==> config.mk <==
export PLATFORM = sky130hd
export DESIGN_NAME = uart_tx_feeder
export DESIGN_NICKNAME = d
export VERILOG_FILES = /design/src/rtl/uart_tx_feeder_pkg.sv /design/src/rtl/uart_tx_feeder_fifo.sv /design/src/rtl/uart_tx_feeder.sv
export SDC_FILE = /design/constraint.sdc
export NUM_CORES = 1
export LEC_CHECK = 0
export CAP_MARGIN = 20
export CORE_MARGIN = 8
export CORE_UTILIZATION = 63
export DETAILED_ROUTE_END_ITERATION = 8
export GPL_TIMING_DRIVEN = 0
export HOLD_SLACK_MARGIN = 0.05
export PLACE_DENSITY = 0.85
export SYNTH_ARGS = -nofsm -noshare
export SYNTH_HDL_FRONTEND = slang
export SYNTH_SLANG_ARGS = --single-unit
==> constraint.sdc <==
create_clock -name i_clk -period 4 [get_ports i_clk]
set_clock_uncertainty 0.15 [all_clocks]
set_input_delay 1 -clock i_clk [delete_from_list [all_inputs] [get_ports i_clk]]
set_output_delay 1 -clock i_clk [all_outputs]
set_load 0.05 [all_outputs]
==> src/rtl/uart_tx_feeder_pkg.sv <==
// Shared widths and timing constants for the UART TX feeder and its serializer.
// Keeping them in one place makes the feeder byte width and the serializer DBIT agree.
package uart_tx_feeder_pkg;

  localparam int UTF_DATA_W  = 8;
  localparam int UTF_ADDR_W  = 4;
  localparam int UTF_SB_TICK = 16;
  localparam int UTF_DEPTH   = 1 << UTF_ADDR_W;

  // Next FIFO occupancy for one push/pop combination; push and pop together leave it unchanged.
  function automatic logic [UTF_ADDR_W:0] utf_next_count(input logic [UTF_ADDR_W:0] count,
                                                         input logic push,
                                                         input logic pop);
    logic [UTF_ADDR_W:0] result;
    result = count;
    if (push && !pop) result = count + (UTF_ADDR_W + 1)'(1);
    if (pop && !push) result = count - (UTF_ADDR_W + 1)'(1);
    return result;
  endfunction

endpackage

==> src/rtl/uart_tx_feeder_fifo.sv <==
// Synchronous fall-through FIFO: head is visible combinationally at mem[rd_ptr].
// full/empty come from the registered count; a write while full is dropped and flagged.
module sync_fifo
  import uart_tx_feeder_pkg::*;
#(
  parameter int DATA_W = UTF_DATA_W,
  parameter int ADDR_W = UTF_ADDR_W
) (
  input  logic              i_clk,
  input  logic              i_rst_n,
  input  logic              i_wr_en,
  input  logic [DATA_W-1:0] i_wr_data,
  input  logic              i_rd_en,
  output logic [DATA_W-1:0] o_rd_data,
  output logic              o_full,
  output logic              o_empty,
  output logic [ADDR_W:0]   o_count,
  output logic              o_overflow
);

  localparam int DEPTH = 1 << ADDR_W;
  localparam logic [ADDR_W:0] FULL_COUNT = {1'b1, {ADDR_W{1'b0}}};

  logic [DATA_W-1:0] r_mem [DEPTH];
  logic [ADDR_W-1:0] r_wr_ptr;
  logic [ADDR_W-1:0] r_rd_ptr;
  logic [ADDR_W:0]   r_count;
  logic              r_overflow;

  logic w_full;
  logic w_empty;
  logic w_push;
  logic w_pop;

  assign w_full  = (r_count == FULL_COUNT);
  assign w_empty = (r_count == '0);
  // A same-cycle pop never frees room for the write; acceptance looks only at registered full.
  assign w_push  = i_wr_en && !w_full;
  assign w_pop   = i_rd_en && !w_empty;

  always_ff @(posedge i_clk or negedge i_rst_n) begin
    if (!i_rst_n) begin
      r_wr_ptr   <= '0;
      r_rd_ptr   <= '0;
      r_count    <= '0;
      r_overflow <= 1'b0;
    end else begin
      if (w_push) r_wr_ptr <= r_wr_ptr + ADDR_W'(1);
      if (w_pop)  r_rd_ptr <= r_rd_ptr + ADDR_W'(1);
      if (ADDR_W == UTF_ADDR_W) begin
        r_count <= utf_next_count(r_count, w_push, w_pop);
      end else if (w_push && !w_pop) begin
        r_count <= r_count + (ADDR_W + 1)'(1);
      end else if (w_pop && !w_push) begin
        r_count <= r_count - (ADDR_W + 1)'(1);
      end
      r_overflow <= i_wr_en && w_full;
    end
  end

  always_ff @(posedge i_clk) begin
    if (w_push) r_mem[r_wr_ptr] <= i_wr_data;
  end

  assign o_rd_data  = r_mem[r_rd_ptr];
  assign o_full     = w_full;
  assign o_empty    = w_empty;
  assign o_count    = r_count;
  assign o_overflow = r_overflow;

endmodule

==> src/rtl/uart_tx_feeder.sv <==
// Buffers producer bytes and hands them one at a time to the UART TX serializer.
// state  | meaning
// IDLE   | nothing in flight; pops the FIFO head as soon as it is non-empty
// START  | tx_start high for this single cycle, tx_din holds the popped byte
// WAIT   | frame on the line; tx_din held until the serializer's tx_done_tick
module uart_tx_feeder
  import uart_tx_feeder_pkg::*;
#(
  parameter int DATA_W = UTF_DATA_W,
  parameter int ADDR_W = UTF_ADDR_W
) (
  input  logic              i_clk,
  input  logic              i_rst_n,
  input  logic              i_wr_en,
  input  logic [DATA_W-1:0] i_wr_data,
  output logic              o_full,
  output logic              o_empty,
  output logic [ADDR_W:0]   o_count,
  output logic              o_overflow,
  output logic              o_busy,
  output logic [DATA_W-1:0] o_tx_din,
  output logic              o_tx_start,
  input  logic              i_tx_done_tick
);

  typedef enum logic [1:0] {
    S_IDLE  = 2'd0,
    S_START = 2'd1,
    S_WAIT  = 2'd2
  } state_e;

  state_e            r_state;
  logic [DATA_W-1:0] r_tx_din;
  logic              r_tx_start;
  logic              r_busy;

  logic [DATA_W-1:0] w_head;
  logic              w_empty;
  logic              w_pop;

  // The only pop point is IDLE->START, so at most one byte is ever in flight.
  assign w_pop = (r_state == S_IDLE) && !w_empty;

  sync_fifo #(
    .DATA_W (DATA_W),
    .ADDR_W (ADDR_W)
  ) u_fifo (
    .i_clk      (i_clk),
    .i_rst_n    (i_rst_n),
    .i_wr_en    (i_wr_en),
    .i_wr_data  (i_wr_data),
    .i_rd_en    (w_pop),
    .o_rd_data  (w_head),
    .o_full     (o_full),
    .o_empty    (w_empty),
    .o_count    (o_count),
    .o_overflow (o_overflow)
  );

  always_ff @(posedge i_clk or negedge i_rst_n) begin
    if (!i_rst_n) begin
      r_state    <= S_IDLE;
      r_tx_din   <= '0;
      r_tx_start <= 1'b0;
      r_busy     <= 1'b0;
    end else begin
      r_tx_start <= 1'b0;
      case (r_state)
        S_IDLE: begin
          if (!w_empty) begin
            r_tx_din   <= w_head;
            r_tx_start <= 1'b1;
            r_busy     <= 1'b1;
            r_state    <= S_START;
          end
        end
        S_START: begin
          r_state <= S_WAIT;
        end
        S_WAIT: begin
          if (i_tx_done_tick) begin
            r_busy  <= 1'b0;
            r_state <= S_IDLE;
          end
        end
        default: begin
          r_busy  <= 1'b0;
          r_state <= S_IDLE;
        end
      endcase
    end
  end

  assign o_empty    = w_empty;
  assign o_busy     = r_busy;
  assign o_tx_din   = r_tx_din;
  assign o_tx_start = r_tx_start;

endmodule

==> PnR_summary.wiki, run 1 <==
{| class="wikitable"
! Metric !! Value
|-
| Run status || finished, final reports clean
|-
| Final standard cell area without fillers || 7280 um^2
|-
| Via count of the first global-routing pass || 3483
|-
| Remaining antenna violation count after routing || 0
|-
| Post-place setup slack || 0.281 ns
|-
| Worst Reg2Reg Path Length in Cells || 11
|-
| Via count || between 3000 and 4000
|-
| WS Path Type || register to primary output
|-
| Total negative slack || 0 ns
|-
| RD Place Congestion || approximately 0.76
|-
| Placeable Area || around 9600 um^2
|-
| Sum of net half-perimeters after detailed placement || between 8 and 9 mm
|-
| Combinational share of power || roughly a third
|-
| Utilization of the core after routing || roughly three quarters
|-
| Number of sinks handled by clock tree synthesis || ~150
|-
| Max-cap violations || 0
|-
| Global Route met3 Usage || 6.83%
|-
| Part of the power in registers || 37.3%
|-
| Clock latency on the worst-skew pair || approximately 0.53 ns
|-
| Final Hold Vio Count || 0
|-
| DR DRC count || 0
|-
| Filler Cells Inserted || 556
|-
| Htree depth || 4
|-
| Critical path required time || ~2.9 ns
|-
| Die height || 115 um
|-
| Switching share of power || 34.9%
|-
| Total die area || around 13000 um^2
|-
| Proportion of layout cells with a drive suffix above 1 || a little over a fifth
|-
| Post-CTS clock slew at the launch and capture registers of the worst setup and hold paths || approximately 0.06 ns
|-
| Placed Instance Area || between 6000 and 7000 um^2
|-
| Share of synthesized registers carrying an async set or reset || 16.9%
|-
| Critical Path Source Type || register
|-
| Hold buffers post-CTS || 0
|-
| Netlist area before placement || between 6000 and 7000 um^2
|-
| Slew headroom || a little under a third
|-
| Synth-to-layout area growth || 17.6%
|-
| Antenna violations before repair || 0
|-
| Routed WL || 12.8 mm
|-
| WHS Path Cells || 2
|-
| Total design power || just under 6 mW
|-
| Peak Freq || roughly 280 MHz
|-
| Diode count || 0
|-
| Met1 Use GR || between 20 and 30%
|-
| Placed cells || 491
|-
| Count of unique library cells instantiated by Yosys || 38
|-
| Violation count after the first detailed-routing iteration || around 300
|-
| Global routing's busiest layer || met2
|-
| Number of synthesized register bits || around 150
|-
| Post-Syn Instances || approximately 330
|-
| Tcrit/Tclk final || between 90% and 100%
|-
| Largest net degree at the start of global routing || 17
|-
| Final net count || ~400
|-
| Number of synthesized flops with an enable pin || 128
|-
| Overall global routing resource usage || about a fifth
|-
| Sequential share of the synthesized area || slightly above 70%
|-
| Detail-routed net length per standard cell || ~24 um
|-
| Area taken by flip-flops and latches || 4490 um^2
|-
| Total iterations of the first detailed-routing run || 5
|-
| First-pass GRT wire length || 20.0 mm
|-
| Total gr overflow || 0
|-
| Count of buffers inserted at the top-level ports || 29
|-
| Leakage power summed over all cells || approximately 2.5 nW
|-
| Setup fix buffers added after clock tree synthesis || 0
|-
| Worst ir drop on vdd || around 0.6 mV
|-
| Detailed-route vias per instance || 6.17
|-
| Fraction of power consumed by the clock network || between 20% and 30%
|-
| Setup ws final || around 0.38 ns
|-
| Root buffer selected by CTS || sky130_fd_sc_hd__clkbuf_8
|-
| Fraction of met2 tracks used by global routing || ~36%
|-
| Data arrival time of the critical path || 2.47 ns
|-
| Worst min path class || register to register
|-
| Highest net fanout along the worst path || 7
|-
| Internal cell power || roughly 3.8 mW
|-
| Area occupied by multi-input gates || 1570 um^2
|-
| Count of non-filler cells in the finished layout || 523
|-
| Worst Max-Slew Pin Slew || ~1 ns
|-
| Row count || 36
|-
| Ys Warns || 0
|-
| Initial Utilization || between 60% and 70%
|-
| Mean instance size in the synthesized netlist || 19.1 um^2
|-
| Post-synth top flop || sky130_fd_sc_hd__edfxtp_1
|-
| Worst slack on hold paths || 0.355 ns
|-
| Setup Viol. Count Final || 0
|-
| Total nets after synthesis || roughly 350
|-
| Category of the worst setup path capture point || primary output
|-
| Clock period minus final worst setup slack || between 3 and 4 ns
|-
| Max clock buf depth || 2
|-
| Die span in x || about 120 um
|-
| Clock tree from TritonCTS || built
|-
| Final Slew Violations || 0
|-
| RSZ-0062 raised after global routing || false
|-
| Power density normalized to cell area || approximately 800 nW/um^2
|-
| Post-cts gate resize count || 0
|-
| Number of clock buffers inserted by TritonCTS || 17
|-
| Number of top-level pins || 30
|-
| Switching power total || approximately 2.0 mW
|}
cell usage after synthesis, types with 2 or more instances:
cell | number | area share [%]
sky130_fd_sc_hd__mux4_2 | 32 | 12
sky130_fd_sc_hd__buf_6 | 4 | 0.73
sky130_fd_sc_hd__a21oi_1 | 2 | 0.16
sky130_fd_sc_hd__dfrtp_1 | 26 | 11
sky130_fd_sc_hd__nand2b_1 | 4 | 0.40
sky130_fd_sc_hd__o221ai_1 | 8 | 1.1
sky130_fd_sc_hd__xnor2_1 | 7 | 0.99
sky130_fd_sc_hd__nand2_1 | 21 | 1.3
sky130_fd_sc_hd__buf_2 | 5 | 0.40
sky130_fd_sc_hd__nor3_1 | 4 | 0.32
sky130_fd_sc_hd__edfxtp_1 | 128 | 62
sky130_fd_sc_hd__nand4_1 | 2 | 0.20
sky130_fd_sc_hd__o21ai_0 | 3 | 0.24
sky130_fd_sc_hd__mux2i_1 | 17 | 2.7
sky130_fd_sc_hd__nor2_1 | 14 | 0.85
sky130_fd_sc_hd__and2_1 | 3 | 0.30
sky130_fd_sc_hd__inv_1 | 6 | 0.36
sky130_fd_sc_hd__o21a_1 | 2 | 0.24
sky130_fd_sc_hd__clkbuf_1 | 7 | 0.42
sky130_fd_sc_hd__xor2_1 | 4 | 0.57
sky130_fd_sc_hd__ha_1 | 9 | 1.8
power by group through the flow:
stage	clock (mW)	combinational, mW	sequential (mW)
floorplan	0	1.21	2.41
global placement	0	1.93	2.17
detailed placement	0	2.02	2.19
CTS	1.60	2.05	2.16
global route	1.68	2.18	2.18
finish	1.60	2.03	2.16
cell families after synthesis:
group | share of synthesized area, %
buffers and inverters | 2.08
muxes | 14.6
and+or+nand+nor | 4.53
xor gates and xnor gates | 1.56
DFF | 72.6
adders and majority gates | 1.82
AOI/OAI and AO/OA | 2.87
worst paths after layout:
path / slack [ns] / end / start
max in group asynchronous: 2.33 / o_tx_din[3] / i_rst_n
min: 0.36 / o_tx_din[7] / o_tx_din[7]
min reg2reg: 0.36 / o_tx_din[7] / o_tx_din[7]
max reg2reg: 1.03 / u_fifo.o_count[4] / u_fifo.o_count[2]
min in group asynchronous: 0.79 / u_fifo.o_count[1] / i_rst_n
max: 0.38 / o_empty / u_fifo.o_count[2]
layer usage:
| layer | routed length [um] | share of wire [%] | vias up |
|---|---|---|---|
| met3 | 1000 | 7.8 | 24 |
| met4 | 266 | 2.1 | 0 |
| li1 | - | - | 1390 |
| met2 | 6780 | 53 | 162 |
| met1 | 4770 | 37 | 1649 |
| met5 | 0 | 0 | - |
sequential cells by signal, indices dropped and copies added, names as in the netlist:
register / count
u_fifo.r_mem: 128
o_tx_din: 8
u_fifo.o_count: 5
u_fifo.r_rd_ptr: 4
u_fifo.r_wr_ptr: 4
r_state: 2
o_busy: 1
o_tx_start: 1
u_fifo.o_overflow: 1
cell usage in the layout, fill, tap and decap left out, types with 2 or more instances in the layout:
cell	count
sky130_fd_sc_hd__edfxtp_1	128
sky130_fd_sc_hd__inv_6	5
sky130_fd_sc_hd__inv_8	2
sky130_fd_sc_hd__o221ai_1	8
sky130_fd_sc_hd__buf_6	5
sky130_fd_sc_hd__a21oi_1	2
sky130_fd_sc_hd__bufinv_16	2
sky130_fd_sc_hd__nand2_1	21
sky130_fd_sc_hd__and2_1	3
sky130_fd_sc_hd__mux4_2	32
sky130_fd_sc_hd__clkbuf_1	8
sky130_fd_sc_hd__clkinvlp_4	2
sky130_fd_sc_hd__nor3_1	3
sky130_fd_sc_hd__dfrtp_1	26
sky130_fd_sc_hd__clkbuf_16	16
sky130_fd_sc_hd__nand4_1	2
sky130_fd_sc_hd__clkinv_4	2
sky130_fd_sc_hd__mux2i_1	17
sky130_fd_sc_hd__xnor2_1	7
sky130_fd_sc_hd__o21a_1	2
sky130_fd_sc_hd__nor2_1	14
sky130_fd_sc_hd__clkdlybuf4s50_1	29
sky130_fd_sc_hd__buf_2	5
sky130_fd_sc_hd__xor2_1	4
sky130_fd_sc_hd__o21ai_0	3
sky130_fd_sc_hd__ha_1	9
sky130_fd_sc_hd__buf_4	3
sky130_fd_sc_hd__nand2b_1	4
sky130_fd_sc_hd__inv_1	6
area by class of cell:
cell class / count / area share, %
clock buffers: 18 / 5.74
flip-flops and latches: 154 / 61.7
inverters: 7 / 0.395
multi-input cells: 147 / 21.6
clock inverters: 14 / 2.41
repair buffers: 33 / 4.45
well taps: 133 / 2.29
plain buffers: 17 / 1.37
worst max-delay path: stages (launching register included):
cell and delay [ns]:
sky130_fd_sc_hd__dfrtp_1 0.50, sky130_fd_sc_hd__nor4_4 0.44, sky130_fd_sc_hd__and2_1 0.20, sky130_fd_sc_hd__clkdlybuf4s50_1 0.81
Power figures use the tool's default switching activity.
==> run 2: changes to the inputs <==
--- a/config.mk
+++ b/config.mk
@@ -12,6 +12,7 @@
 export GPL_TIMING_DRIVEN = 0
 export HOLD_SLACK_MARGIN = 0.05
 export PLACE_DENSITY = 0.85
+export REMOVE_ABC_BUFFERS = 1
 export SYNTH_ARGS = -nofsm -noshare
 export SYNTH_HDL_FRONTEND = slang
 export SYNTH_SLANG_ARGS = --single-unit
==> PnR_summary.wiki, run 2 (synthesis results as in run 1) <==
{| class="wikitable"
! Metric !! Value
|-
| Run status || finished, final reports clean
|-
| Setup ws final || 0.362 ns
|-
| Startpoint of the most critical register-to-register path || u_fifo.o_count[2]
|-
| Post-CTS clock slew at the launch and capture registers of the worst setup and hold paths || 0.06 ns
|-
| Capturing point of the worst reg2reg path || u_fifo.o_count[4]
|-
| Standard cell with the maximum stage delay on the critical path || sky130_fd_sc_hd__clkdlybuf4s50_1
|-
| Final Slew Violations || 0
|-
| Flip-flop count of the largest register after layout || between 100 and 150
|-
| Htree depth || 4
|-
| Worst Max-Slew Pin Slew || between 1 and 1.5 ns
|-
| Largest net degree at the start of global routing || 34
|-
| RSZ-0062 raised after global routing || false
|-
| Clock latency on the worst-skew pair || 0.52 ns
|-
| Worst Hold Launch || o_tx_din[5]
|-
| Sum of net half-perimeters after detailed placement || ~7.3 mm
|-
| Endpoint, Worst Hold || o_tx_din[5]
|-
| Hold buffers post-CTS || 0
|-
| DR DRC count || 0
|-
| Routed WL || 12.7 mm
|-
| Count of buffers inserted at the top-level ports || 29
|-
| Remaining antenna violation count after routing || 0
|-
| Number of sinks handled by clock tree synthesis || ~150
|-
| First-pass GRT wire length || between 15 and 20 mm
|-
| Category of the worst setup path capture point || primary output
|-
| Violation count after the first detailed-routing iteration || around 320
|-
| Register ranked first by flip-flop count || u_fifo.r_mem
|-
| Data arrival time of the critical path || 2.49 ns
|-
| Antenna violations before repair || 0
|-
| Peak Freq || approximately 270 MHz
|-
| Final net count || ~380
|-
| Final Hold Vio Count || 0
|-
| Leakage power summed over all cells || roughly 2.5 nW
|-
| Worst min path class || register to register
|-
| Critical Path Source Type || register
|-
| Total negative slack || 0 ns
|-
| Final standard cell area without fillers || around 7200 um^2
|-
| Via count of the first global-routing pass || between 3000 and 4000
|-
| Power density normalized to cell area || between 800 and 900 nW/um^2
|-
| Worst Reg2Reg Path Length in Cells || 10
|-
| Overall global routing resource usage || 20.7%
|-
| Clock tree from TritonCTS || built
|-
| R2R setup slack || about 1.1 ns
|-
| Total die area || 13300 um^2
|-
| WHS Path Cells || 2
|-
| Most common cell after layout, fill and taps aside || sky130_fd_sc_hd__edfxtp_1
|-
| Total iterations of the first detailed-routing run || 5
|-
| Number of clock buffers inserted by TritonCTS || 17
|-
| Die span in x || approximately 120 um
|-
| Setup Viol. Count Final || 0
|-
| Synth-to-layout area growth || 17.1%
|-
| Commonest cells after routing, fill and taps aside || sky130_fd_sc_hd__edfxtp_1, sky130_fd_sc_hd__mux4_2, sky130_fd_sc_hd__clkdlybuf4s50_1
|-
| Worst ir drop on vdd || roughly 0.4 mV
|-
| Post-cts gate resize count || 0
|-
| Die height || 115 um
|-
| Worst slack on hold paths || around 0.37 ns
|-
| Clock period minus final worst setup slack || roughly 3.6 ns
|-
| Max-cap violations || 0
|-
| Count of non-filler cells in the finished layout || 508
|-
| WS Path Type || register to primary output
|-
| Via count || 3236
|-
| Initial Utilization || between 60% and 70%
|-
| Diode count || 0
|-
| Crit path cell chain || nor4_4 -> and2_1 -> clkdlybuf4s50_1
|-
| Highest net fanout along the worst path || 7
|-
| RD Place Congestion || 0.806
|-
| Number of top-level pins || 30
|-
| Critical path required time || approximately 2.9 ns
|-
| Proportion of layout cells with a drive suffix above 1 || 20.3%
|-
| Detail-routed net length per standard cell || between 20 and 25 um
|-
| Total gr overflow || 0
|-
| Slew headroom || about a quarter
|-
| Placed cells || ~480
|-
| Post-place setup slack || approximately 0.32 ns
|-
| Stage delay of the slowest cell on the critical path || between 0.8 and 0.9 ns
|-
| Root buffer selected by CTS || sky130_fd_sc_hd__clkbuf_8
|-
| Max clock buf depth || 2
|-
| Row count || 36
|-
| Tcrit/Tclk final || 90.9%
|-
| Detailed-route vias per instance || approximately 6.4
|-
| Placeable Area || 9640 um^2
|-
| Setup fix buffers added after clock tree synthesis || 0
|-
| Placed Instance Area || between 6000 and 7000 um^2
|}
run 2: cell types whose count changed in the layout (fill, tap and decap cells not counted), moves of 2 or more:
cell,before,now
sky130_fd_sc_hd__inv_8,2,0
sky130_fd_sc_hd__dfrtp_2,0,2
sky130_fd_sc_hd__clkinv_2,0,3
sky130_fd_sc_hd__clkbuf_1,8,1
sky130_fd_sc_hd__buf_2,5,0
sky130_fd_sc_hd__clkinv_1,0,2
sky130_fd_sc_hd__inv_6,5,0
sky130_fd_sc_hd__bufinv_16,2,5
sky130_fd_sc_hd__dfrtp_1,26,24
sky130_fd_sc_hd__buf_6,5,0
sky130_fd_sc_hd__clkinvlp_4,2,4
sky130_fd_sc_hd__clkinv_4,2,0
run 2: how the worst max path moves through the flow:
stage	startpoint	to	slack, ns	cells after the start
global route	u_fifo.o_count[2]	o_empty	0.28	3
CTS	u_fifo.o_count[2]	o_empty	0.32	3
finish	u_fifo.o_count[2]	o_empty	0.36	3
floorplan	i_wr_en	u_fifo.o_count[4]	1.08	9
detailed placement	i_wr_en	u_fifo.o_count[4]	0.32	10
global placement	i_wr_en	u_fifo.r_mem[3][3]	0.27	4
run 2: worst max-delay path: cells and delay by family, from the launching register on:
family | cells | cell delay, ns
and+or+nand+nor | 2 | 0.68
DFF | 1 | 0.49
buffers and inverters | 1 | 0.81
run 2: layout make-up:
cell class	instances	area [um^2]
sequential	154	4500
fill	525	2390
multi-input combinational	147	1570
clock buffer	18	418
timing repair buffer	35	368
clock inverter	14	203
tap	133	166
inverter	7	28.8
run 2: report_power, final:
group,total [mW],internal [mW],switching (mW)
combinational,1.79,0.806,0.983
clock,1.68,1.07,0.617
sequential,2.37,2.01,0.358
run 2: per-stage QoR:
step                      power [mW]  utilization (%)
after detailed placement        4.12             68.8
after CTS                       5.85             75.2
after global placement          4.02             67.9
final                           5.84             75.2
after floorplan                 3.54                -
after global routing            6.05             75.2
run 2: metal layers:
metal  wire, um  share of wire [%]  GRT usage (%)
met1       4740                 37           24.7
met2       6390                 50           33.9
met3       1080                8.5           5.25
met4        477                3.8           11.6
met5          0                  0              0
==> patch 1 (settings of run 2) <==
Encoding of `state_e`: now one-hot (3 bits for 3 states).
--- a/src/rtl/uart_tx_feeder.sv
+++ b/src/rtl/uart_tx_feeder.sv
@@ -25,6 +25,6 @@
 
-  typedef enum logic [1:0] {
-    S_IDLE  = 2'd0,
-    S_START = 2'd1,
-    S_WAIT  = 2'd2
+  typedef enum logic [2:0] {
+    S_IDLE  = 3'b001,
+    S_START = 3'b010,
+    S_WAIT  = 3'b100
   } state_e;
Formal check against the unedited RTL: same outputs for any inputs over 10 cycles, from zero or initial values and one cycle with i_rst_n low; not proved beyond that.
==> patch 1 against run 2 <==
- critical path depth is the same
- worst hold slack gained 0.030 ns
- worst setup slack lost 0.085 ns
- synthesized area grew 0.67%
- largest cell class unchanged
- cell area grew 1.3%
- largest power group unchanged
- sequential cell count grew 1
- core utilization grew 0.62 points
- clock power grew 4%
- critical endpoint unchanged
- routed wire length shrank 2.4%
- fmax shrank 2.3%
- power grew 3.5%
- non-clock buffer count grew 1
==> patch 1: results (changes against run 2) <==
Hold Crit Start=o_busy; Antenna diodes=0 (unchanged); Worst path max stage delay=0.87 ns (+0.06 ns); VDD IR max=0.461 mV (+19%); GR Util All Layers=20.4% (-0.36 points); worst-path cell with the longest stage delay=clkdlybuf4s50_1; Max clock buf depth=2 (unchanged); vias in the first global route=3,353 (-2.6%); Final min period=3.72 ns (+0.0850 ns); vias per std cell=6.34 (-0.43%); Slew HR=36.9% (+12 points); main flop type after synthesis=edfxtp_1; hold crit path type=reg2reg; clk_lat worst skew=0.53 ns; I/O Buffers=29 (unchanged); first-pass iteration count of the detailed router=6 (+1); max reg flops=128 (unchanged); post-CTS sizing=0 (unchanged); depth of the worst register-to-register path=10 (unchanged); clk slew on worst S/H paths=0.06 ns (about the same); first-pass GRT wire length=19.1 mm (-2.8%); ys async rst share=17.4% (+0.54 points); total CTS buffers=17 (unchanged); post-place setup slack=0.0637 ns (-0.256 ns); R2R setup slack=0.81 ns (-0.25 ns); Max-Cap Viols=0 (unchanged); Fill cells=491 (-6.5%); Hold EP=o_busy; postcts setup bufs=0 (unchanged); P_leak=2.51 nW (+0.15%); yosys synthesis warning count=0 (unchanged); Most flops, register=u_fifo.r_mem; Synth cell types=39 (+2.6%); layout cells sized above 1=22.8% (+2.5 points); gp weighted congestion=0.765 (-5.1%); Routed wire per std cell=24.2 µm (-3.0%); DRT iter0 DRCs=330 (+2.8%); r2r endpoint=u_fifo.o_count[4]; status=finished clean; synth top area cells=edfxtp_1 62%, mux4_2 12%, dfrtp_1 10%, a221oi_2 1.9%, ha_1 1.8%; initial antenna violation count=0 (unchanged); largest net degree at the start of global routing=34 (unchanged); CP Data Arrival Time=2.57 ns (+0.08 ns); HPWL Detailed=7.40 mm (+1.8%); Post-synth top cells=128 x edfxtp_1, 32 x mux4_2, 26 x dfrtp_1, 23 x nor2_1, 9 x ha_1; Max FO, Critical Path=10 (+3); CTS root buf=clkbuf_8; Post-synth EDFFs=128 (unchanged); Min-Delay Path Depth=2 (unchanged); FF-to-FF Start=u_fifo.o_count[1]; Seq/Total Area, Yosys=72.5% (about the same); Final #Nets=386 (+0.78%); htree depth=4 (unchanged)
patch 1: where the power goes:
group / total [mW] / internal (mW) / switching [mW]
Sequential: 2.36 / 2.03 / 0.331
Clock: 1.74 / 1.13 / 0.612
Combinational: 1.94 / 0.888 / 1.05
patch 1: how the worst max path moves through the flow:
stage          depth (start not counted)                  to         startpoint
5_1_grt                                3             o_empty  u_fifo.o_count[1]
2_1_floorplan                          2             o_empty  u_fifo.o_count[1]
3_5_place_dp                          10   u_fifo.o_count[4]            i_wr_en
4_1_cts                                3             o_empty  u_fifo.o_count[1]
3_3_place_gp                           4  u_fifo.r_mem[3][6]            i_wr_en
6_report                               3             o_empty  u_fifo.o_count[1]
patch 1: routing by layer:
metal	vias to the layer above	share of wire, %	global-route usage (%)
met4	0	2.8	9.72
met2	203	51	33.4
met3	27	9.4	6.31
met5	-	0	0
li1	1377	-	-
met1	1634	37	24.1
patch 1: logic make-up after synthesis:
group,after synthesis,synth area share (%)
AO/OA/AOI/OAI,32,4.44
XOR/XNOR,12,1.69
adder cells (fa/ha/maj),9,1.81
buffers and inverters,24,1.81
flip-flops,155,72.5
multiplexers,42,13.2
AND/OR/NAND/NOR,56,4.54
patch 1: worst max-delay path, delay by kind of cell, from the launching register on:
kind                   cells  cell delay, ns
flip-flops                 1            0.49
buffers and inverters      1            0.87
AND/OR/NAND/NOR            2            0.69
patch 1: final cells by class:
cell class              instances  area, µm²  share of cell area (%)
flip-flops and latches        155       4520                    61.6
multi-input cells             151       1600                    21.8
clock buffers                  18        418                    5.69
repair buffers                 36        395                    5.38
clock inverters                14        225                    3.07
well taps                     133        166                    2.27
inverters                       4       15.0                   0.204
patch 1: through the flow:
stage	hold slack (ns)	util [%]	instances	area (µm²)
4_1_cts	0.401	75.5	510	7320
2_1_floorplan	0.360	-	310	6140
3_5_place_dp	0.391	68.9	478	6670
3_3_place_gp	0.371	68.1	472	6590
6_report	0.401	75.8	511	7340
5_1_grt	0.441	75.8	511	7340
==> patch 2 (settings of run 2) <==
Made on the original files. Set the package constant `UTF_DATA_W` to 12 (it was 8).
--- a/src/rtl/uart_tx_feeder_pkg.sv
+++ b/src/rtl/uart_tx_feeder_pkg.sv
@@ -4,3 +4,3 @@
 
-  localparam int UTF_DATA_W  = 8;
+  localparam int UTF_DATA_W  = 12;
   localparam int UTF_ADDR_W  = 4;
Interface: changed (resized i_wr_data and o_tx_din); port bits go from 30 to 38. The function was not compared with the original's and may differ.
==> patch 2 against run 2 <==
- die area increased by 35%
- critical path depth unchanged
- cell area increased by 39%
- routed wire length increased by 48%
- sequential cell count increased by 68
- worst setup slack got worse by 0.099 ns
- sequential share of layout area increased by 2.5 points
- synthesized area increased by 41%
- combinational power increased by 42%
- core utilization decreased by 1.6 points
- power increased by 32%
- largest power group unchanged
- highest routed layer unchanged
==> patch 2: results (changes against run 2) <==
status=finished clean; first-pass iteration count of the detailed router=6 (+1); total number of vias=4,427 (+37%); Seq/Total Area, Yosys=74.8% (+2.2 points); vias in the first global route=4,677 (+36%); R2R setup slack=0.68 ns (-0.38 ns); Post-synth EDFFs=192 (+50%); first-pass GRT wire length=28.3 mm (+44%); CP Data Arrival Time=2.59 ns (+0.10 ns); Synth cell types=39 (+2.6%); vias per std cell=6.49 (+1.9%); placed cell count=642 (+35%); Area after DPL=9420 µm² (+42%); P_leak=3.34 nW (+34%); total CTS buffers=22 (+5); GR Util All Layers=21.5% (+0.81 points); DRT iter0 DRCs=500 (+56%); Max clock buf depth=3 (+1); CTS root buf=clkbuf_16; synth top area cells=edfxtp_1 66%, mux4_2 12%, dfrtp_1 8.6%, mux2_2 1.8%, o22ai_1 1.8%; Final #Nets=511 (+33%); Max FO, Critical Path=10 (+3); Post-Synthesis Cells=432 (+33%); Post-synth top cells=192 x edfxtp_1, 48 x mux4_2, 30 x dfrtp_1, 25 x o22ai_1, 17 x nor2_1; Fin Hold WS=0.369 ns (-0.00227 ns); gp weighted congestion=0.730 (-9.5%); I/O Buffers=37 (+28%); worst-margin pin slew=1.04 ns (-0.0818 ns); total wire length=18.8 mm (+48%); Sw Share=33.3% (-0.17 points)
-- patch 2: cell types whose count changed after synthesis, moves of 12 or more --
| cell | before | now |
|---|---|---|
| edfxtp_1 | 128 | 192 |
| o22ai_1 | 1 | 25 |
| mux4_2 | 32 | 48 |
| a21oi_1 | 2 | 14 |
| mux2i_1 | 17 | 1 |
| mux2_2 | 1 | 14 |
| nand2_1 | 21 | 7 |
-- patch 2: power by group through the flow --
stage / sequential [mW] / clock, mW / combinational, mW
2_1_floorplan: 3.60 / 0 / 1.32
3_3_place_gp: 3.40 / 0 / 2.20
3_5_place_dp: 3.25 / 0 / 2.51
4_1_cts: 3.22 / 1.96 / 2.57
5_1_grt: 3.26 / 2.04 / 2.72
6_report: 3.22 / 1.93 / 2.55
-- patch 2: layer usage --
layer	wire [µm]	part of all wire, %	track usage [%]
met1	6740	36	25.2
met2	10000	53	38.2
met3	1230	6.6	3.95
met4	767	4.1	9.17
met5	0	0	0
-- patch 2: cell families (layout without fill, tap and decap cells) --
kind of cell    count (synthesis)  count (layout)  share of synthesized area (%)
compound gates                 52              52                           3.76
xor+xnor                       12              12                           1.21
fa+ha+maj                       9               9                           1.29
buf+inv                        30             100                           1.94
flops                         222             222                           74.8
mux                            63              63                           14.3
simple gates                   44              44                           2.71
-- patch 2: through the flow --
step           setup WS (ns)  utilization [%]  power [mW]
6_report               0.264             73.6        7.70
5_1_grt                0.214             73.6        8.01
4_1_cts                0.261             73.6        7.75
3_5_place_dp           0.366             68.7        5.77
3_3_place_gp           -1.43             66.8        5.60
2_1_floorplan         -0.394                -        4.92
-- patch 2: final cells by class --
cell class              count  area [µm²]
inverters                   5        18.8
clock buffers              29         597
well taps                 180         225
multi-input cells         180        2060
repair buffers             55         593
clock inverters            11        86.3
flip-flops and latches    222        6520
fillers                   771        3620
-- patch 2: final timing paths --
| check | startpoint | cells after the start | end |
|---|---|---|---|
| worst max-delay path | u_fifo.o_count[1] | 3 | o_empty |
| worst min-delay path | r_state[0] | 1 | r_state[1] |
| worst max register to register | u_fifo.o_count[1] | 9 | u_fifo.o_count[4] |
| worst min register to register | r_state[0] | 1 | r_state[1] |
| max in group asynchronous | i_rst_n | 1 | u_fifo.r_rd_ptr[2] |
| min in group asynchronous | i_rst_n | 1 | o_tx_din[11] |
